**config.mk**
```make
export PLATFORM = sky130hd
export DESIGN_NAME = serial_tx_fifo
export DESIGN_NICKNAME = d
export VERILOG_FILES = /design/src/rtl/serial_tx_fifo.sv
export SDC_FILE = /design/constraint.sdc
export NUM_CORES = 1
export LEC_CHECK = 0
export ABC_AREA = 1
export CAP_MARGIN = 20
export CORE_ASPECT_RATIO = 1.2
export CORE_MARGIN = 5
export CORE_UTILIZATION = 55
export CTS_CLUSTER_SIZE = 25
export DETAILED_ROUTE_END_ITERATION = 16
export GPL_TIMING_DRIVEN = 0
export PLACE_DENSITY_LB_ADDON = 0.08
export SYNTH_ARGS = -nofsm -noshare
export SYNTH_HDL_FRONTEND = slang
export SYNTH_SLANG_ARGS = --single-unit
```
**constraint.sdc**
```tcl
create_clock -name clk -period 2.79 [get_ports clk]
set_clock_uncertainty 0.05 [all_clocks]
set_input_delay 0.4185 -clock clk [delete_from_list [all_inputs] [get_ports clk]]
set_output_delay 0.4185 -clock clk [all_outputs]
set_load 0.05 [all_outputs]
```
**src/rtl/serial_tx_fifo.sv**
```systemverilog
// Buffered serial transmitter: a small FIFO feeds an 8N1-style framer with
// optional even/odd parity and one or two stop bits, all timed in clk cycles.
module serial_tx_fifo #(
    parameter int DATA_W       = 8,
    parameter int CLKS_PER_BIT = 3,
    parameter int FIFO_DEPTH   = 4
) (
    input  logic                          clk,
    input  logic                          rst,
    input  logic [1:0]                    parity_mode,
    input  logic                          stop2,
    input  logic [DATA_W-1:0]             din,
    input  logic                          din_valid,
    output logic                          din_ready,
    output logic                          tx,
    output logic                          busy,
    output logic                          done,
    output logic [$clog2(FIFO_DEPTH):0]   fifo_count,
    output logic [2:0]                    state_dbg
);
    localparam int PTR_W  = $clog2(FIFO_DEPTH);
    localparam int CNT_W  = PTR_W + 1;
    localparam int BCNT_W = $clog2(CLKS_PER_BIT);
    localparam int IDX_W  = $clog2(DATA_W);

    typedef enum logic [2:0] {S_IDLE, S_START, S_DATA, S_PARITY, S_STOP} state_t;

    // Handshake: a word is taken on any rising edge where din_valid && din_ready.
    logic [DATA_W-1:0] mem [FIFO_DEPTH];
    logic [PTR_W-1:0]  wr_ptr_q, rd_ptr_q;
    logic [CNT_W-1:0]  count_q, count_d;
    logic              wr_en, pop;

    state_t            state_q, state_d;
    logic [BCNT_W-1:0] bcnt_q, bcnt_d;
    logic [IDX_W-1:0]  idx_q, idx_d;
    logic [DATA_W-1:0] shreg_q, shreg_d;
    logic              par_en_q, par_en_d, par_bit_q, par_bit_d;
    logic              stop2_q, stop2_d;
    logic              tx_q, tx_d;
    logic              bit_end;
    logic [DATA_W-1:0] head;

    assign din_ready  = count_q < CNT_W'(FIFO_DEPTH);
    assign wr_en      = din_valid && din_ready;
    assign fifo_count = count_q;
    assign busy       = state_q != S_IDLE;
    assign tx         = tx_q;
    assign state_dbg  = state_q;
    assign bit_end    = bcnt_q == BCNT_W'(CLKS_PER_BIT - 1);
    assign head       = mem[rd_ptr_q];

    always_ff @(posedge clk) begin
        if (wr_en) mem[wr_ptr_q] <= din;
    end

    always_comb begin
        count_d = count_q;
        case ({wr_en, pop})
            2'b10:   count_d = count_q + CNT_W'(1);
            2'b01:   count_d = count_q - CNT_W'(1);
            default: count_d = count_q;
        endcase
    end

    // tx_d is the line level for the state being entered, so tx leaves a flop.
    always_comb begin
        state_d   = state_q;
        bcnt_d    = (state_q == S_IDLE || bit_end) ? '0 : bcnt_q + BCNT_W'(1);
        idx_d     = idx_q;
        shreg_d   = shreg_q;
        par_en_d  = par_en_q;
        par_bit_d = par_bit_q;
        stop2_d   = stop2_q;
        tx_d      = tx_q;
        pop       = 1'b0;
        done      = 1'b0;
        case (state_q)
            S_IDLE: begin
                tx_d = 1'b1;
                if (count_q != '0) pop = 1'b1;
            end
            S_START: if (bit_end) begin
                state_d = S_DATA;
                idx_d   = '0;
                tx_d    = shreg_q[0];
            end
            S_DATA: if (bit_end) begin
                shreg_d = shreg_q >> 1;
                if (idx_q == IDX_W'(DATA_W - 1)) begin
                    idx_d   = '0;
                    state_d = par_en_q ? S_PARITY : S_STOP;
                    tx_d    = par_en_q ? par_bit_q : 1'b1;
                end else begin
                    idx_d = idx_q + IDX_W'(1);
                    tx_d  = shreg_q[1];
                end
            end
            S_PARITY: if (bit_end) begin
                state_d = S_STOP;
                idx_d   = '0;
                tx_d    = 1'b1;
            end
            S_STOP: if (bit_end) begin
                if (stop2_q && idx_q == '0) begin
                    idx_d = IDX_W'(1);
                end else begin
                    done    = 1'b1;
                    state_d = S_IDLE;
                    if (count_q != '0) pop = 1'b1;
                end
            end
            default: state_d = S_IDLE;
        endcase
        // Frame settings are captured with the word so later input changes
        // cannot disturb a frame already in flight.
        if (pop) begin
            state_d   = S_START;
            bcnt_d    = '0;
            shreg_d   = head;
            par_en_d  = ^parity_mode;
            par_bit_d = (^head) ^ (parity_mode == 2'b10);
            stop2_d   = stop2;
            tx_d      = 1'b0;
        end
    end

    always_ff @(posedge clk or posedge rst) begin
        if (rst) begin
            wr_ptr_q  <= '0;
            rd_ptr_q  <= '0;
            count_q   <= '0;
            state_q   <= S_IDLE;
            bcnt_q    <= '0;
            idx_q     <= '0;
            shreg_q   <= '0;
            par_en_q  <= 1'b0;
            par_bit_q <= 1'b0;
            stop2_q   <= 1'b0;
            tx_q      <= 1'b1;
        end else begin
            if (wr_en) wr_ptr_q <= wr_ptr_q + PTR_W'(1);
            if (pop)   rd_ptr_q <= rd_ptr_q + PTR_W'(1);
            count_q   <= count_d;
            state_q   <= state_d;
            bcnt_q    <= bcnt_d;
            idx_q     <= idx_d;
            shreg_q   <= shreg_d;
            par_en_q  <= par_en_d;
            par_bit_q <= par_bit_d;
            stop2_q   <= stop2_d;
            tx_q      <= tx_d;
        end
    end
endmodule

```
==> impl_metrics.toml <==
[logic_synthesis]
ys_async_sr_fraction = 0.458
ys_ff_latch = 59
synthCells = 316
synth_edf_count = 32
synth-seq-area-share = 0.553
synth_ff_type = "edfxtp_1"
yosysWarnings = 0
synth_area_um2 = 2960
syn_area_per_cell_um2 = 9.36
syn_nets = 341
synthDistinctLibCells = 32

[route]
wl_per_cell_um = 13.5
ant_nets = 0
routed_wl_mm = 5.62
via_per_inst = 5.18
first_pass_iters = 4
drc = 0
num_vias = 2159
drtIter0Drc = 122

[final_layout]
antennaDiodeCount = 0
final_common_cell = "nand2_1"
mostFrequentLayoutCells = "nand2_1, inv_1, edfxtp_1"
fin_nets = 375
areaGrowthSynthToFinish_pct = 19.2
stdcell_count = 417
drive_gt1_frac = 0.124

[setup_path]
reg2reg_depth = 12
slowest_stage = "clkdlybuf4s50_1"
end_kind = "output port"
criticalPathCategory = "flop to output port"
cp.required_ns = 2.32
crit_chain = "nor2_1, inv_2, nor2_1, inv_1, clkdlybuf4s50_1"
worstPathArrival_ns = 2.08
cp_top_family = "buffers and inverters"
cp_max_fo = 6
path_common_cell = "nor2_1"
cp-start-kind = "flop"
cpPeakStageDelay_ns = 0.71
cp.depth = 5
cp_num_buf_inv = 3

[timing]
period_needed_ns = 2.55
fin_crit_sh = 0.913
fin_setup_tns_ns = 0
finalSetupViolCount = 0
tightest_slew_ns = 0.849
fmax_mhz = 392
setup_ws_ns = 0.242
maxSlewViolCount = 0
rsz0062_at_grt = "no"
final_hold_viol_count = 0
slew_headroom = 0.432

[placement]
place_hpwl_mm = 4.04
dp_cells = 401
dp_slack_ns = 0.142
place_congestion = 0.859
portBuffers = 23

[power_and_ir_drop]
power.total_mw = 4.52
internal_power_mw = 2.59
p_clk_frac = 0.203
powerDensity_nw_per_um2 = 1280
combPwrFrac = 0.502
swShare = 0.426
p_switching_mw = 1.92
p_seq_frac = 0.295
power.leakage_nw = 1.62
peakVddDrop_mv = 0.540

[clocking]
htreeDepth = 3
clock-sinks = 59
cts_tree = "built"
clock-root-buffer = "clkbuf_8"
clockBufferDepth = 2
hold_buffers = 0
cts_buffers = 9
clkLatencyLatePin_ns = 0.34
post-cts-setup-buffers = 0
clk_pin_slew_worst_paths_ns = 0.06

[worst_hold_path]
hold_class = "input pin to async pin"

[die]
dieWidth_um = 77.0
fp.dieH_um = 90.4
rows = 29
core-area_um2 = 5260
io_pins = 24
start_util = 0.562
die_area_um2 = 6950

[global_route]
track_usage = 0.173
first_global_vias = 2037
antenna_found_initial = 0
grt_pass1_wl_mm = 9.33
grt_overflow_total = 0
grt_max_degree = 28

[run_status]
status = "completed"

[run]
drv_cap = 0
==> flip-flops by register name, indices dropped and copies added, names as in the netlist <==
| name | count |
|---|---|
| par_en_q | 1 |
| state_dbg | 3 |
| fifo_count | 3 |
| par_bit_q | 1 |
| wr_ptr_q | 2 |
| bcnt_q | 2 |
| stop2_q | 1 |
| shreg_q | 8 |
| mem | 32 |
| idx_q | 3 |
| tx | 1 |
| rd_ptr_q | 2 |
==> layout make-up <==
class	count	area, um^2
flip-flops and latches	59	1640
well taps	62	77.6
inverters	47	176
clock inverters	6	104
plain buffers	7	83.8
multi-input cells	202	1060
repair buffers	24	260
fillers	416	1730
clock buffers	10	128
==> per-stage QoR <==
step | utilization | instance area [um^2] | hold WS [ns]
6_report | 0.670 | 3530 | 0.252
5_1_grt | 0.670 | 3530 | 0.260
2_1_floorplan | - | 2960 | 0.358
3_3_place_gp | 0.621 | 3270 | 0.370
4_1_cts | 0.665 | 3500 | 0.389
3_5_place_dp | 0.621 | 3270 | 0.379
==> repair_timing <==
action,CTS,global route
hold endpoints to repair,0,0
setup endpoints to repair,0,2
resized for setup,0,2
==> synth_stat cells, drive strengths merged, types with 2 or more instances <==
master  count  share of area
a21oi       2         0.0034
a31oi       3         0.0085
buf         6          0.024
clkbuf      2         0.0059
dfrtp      26           0.22
edfxtp     32           0.32
ha         10          0.042
inv        47          0.060
nand2     105           0.14
nand3      27          0.052
nor2       21          0.027
nor3        2         0.0034
o211ai      2         0.0051
o21ai      12          0.020
o221ai      7          0.021
xor2        3         0.0089
==> kinds of logic (layout without fill, tap and decap cells) <==
logic type	after synthesis	after routing	share of synthesized area
AND/OR/NAND/NOR	157	157	0.227
flip-flops	59	59	0.553
buffers and inverters	55	94	0.0892
AO/OA/AOI/OAI	30	30	0.0689
adder cells (fa/ha/maj)	11	11	0.0490
XOR/XNOR	4	4	0.0118
==> path summary, 6_finish.rpt <==
| path | from | endpoint | slack [ns] |
|---|---|---|---|
| max | state_dbg[0]$_DFFE_PP0P_ | busy | 0.24 |
| min | rst | rd_ptr_q[1]$_DFFE_PP0P_ | 0.25 |
| min reg2reg | bcnt_q[0]$_DFF_PP0_ | bcnt_q[0]$_DFF_PP0_ | 0.39 |
| max reg2reg | state_dbg[0]$_DFFE_PP0P_ | fifo_count[2]$_DFFE_PP0P_ | 0.29 |
| max in group asynchronous | rst | tx$_DFFE_PP1P_ | 1.98 |
| min in group clk | bcnt_q[0]$_DFF_PP0_ | bcnt_q[0]$_DFF_PP0_ | 0.39 |
==> power by group through the flow <==
stage                     Clock, mW  Combinational [mW]  Sequential [mW]
after floorplan                   0                1.56             1.50
after global placement            0                2.20             1.35
after detailed placement          0                2.26             1.35
after CTS                     0.940                2.28             1.34
after global routing          0.982                2.55             1.37
final                         0.917                2.27             1.33
==> routing by layer <==
metal | GRT usage | part of all wire | vias up
li1 | - | - | 1102
met1 | 0.216 | 0.43 | 997
met2 | 0.268 | 0.50 | 47
met3 | 0.0379 | 0.045 | 13
met4 | 0.114 | 0.030 | 0
met5 | 0 | 0 | -
Note: power is estimated with default switching activity, not from simulation.
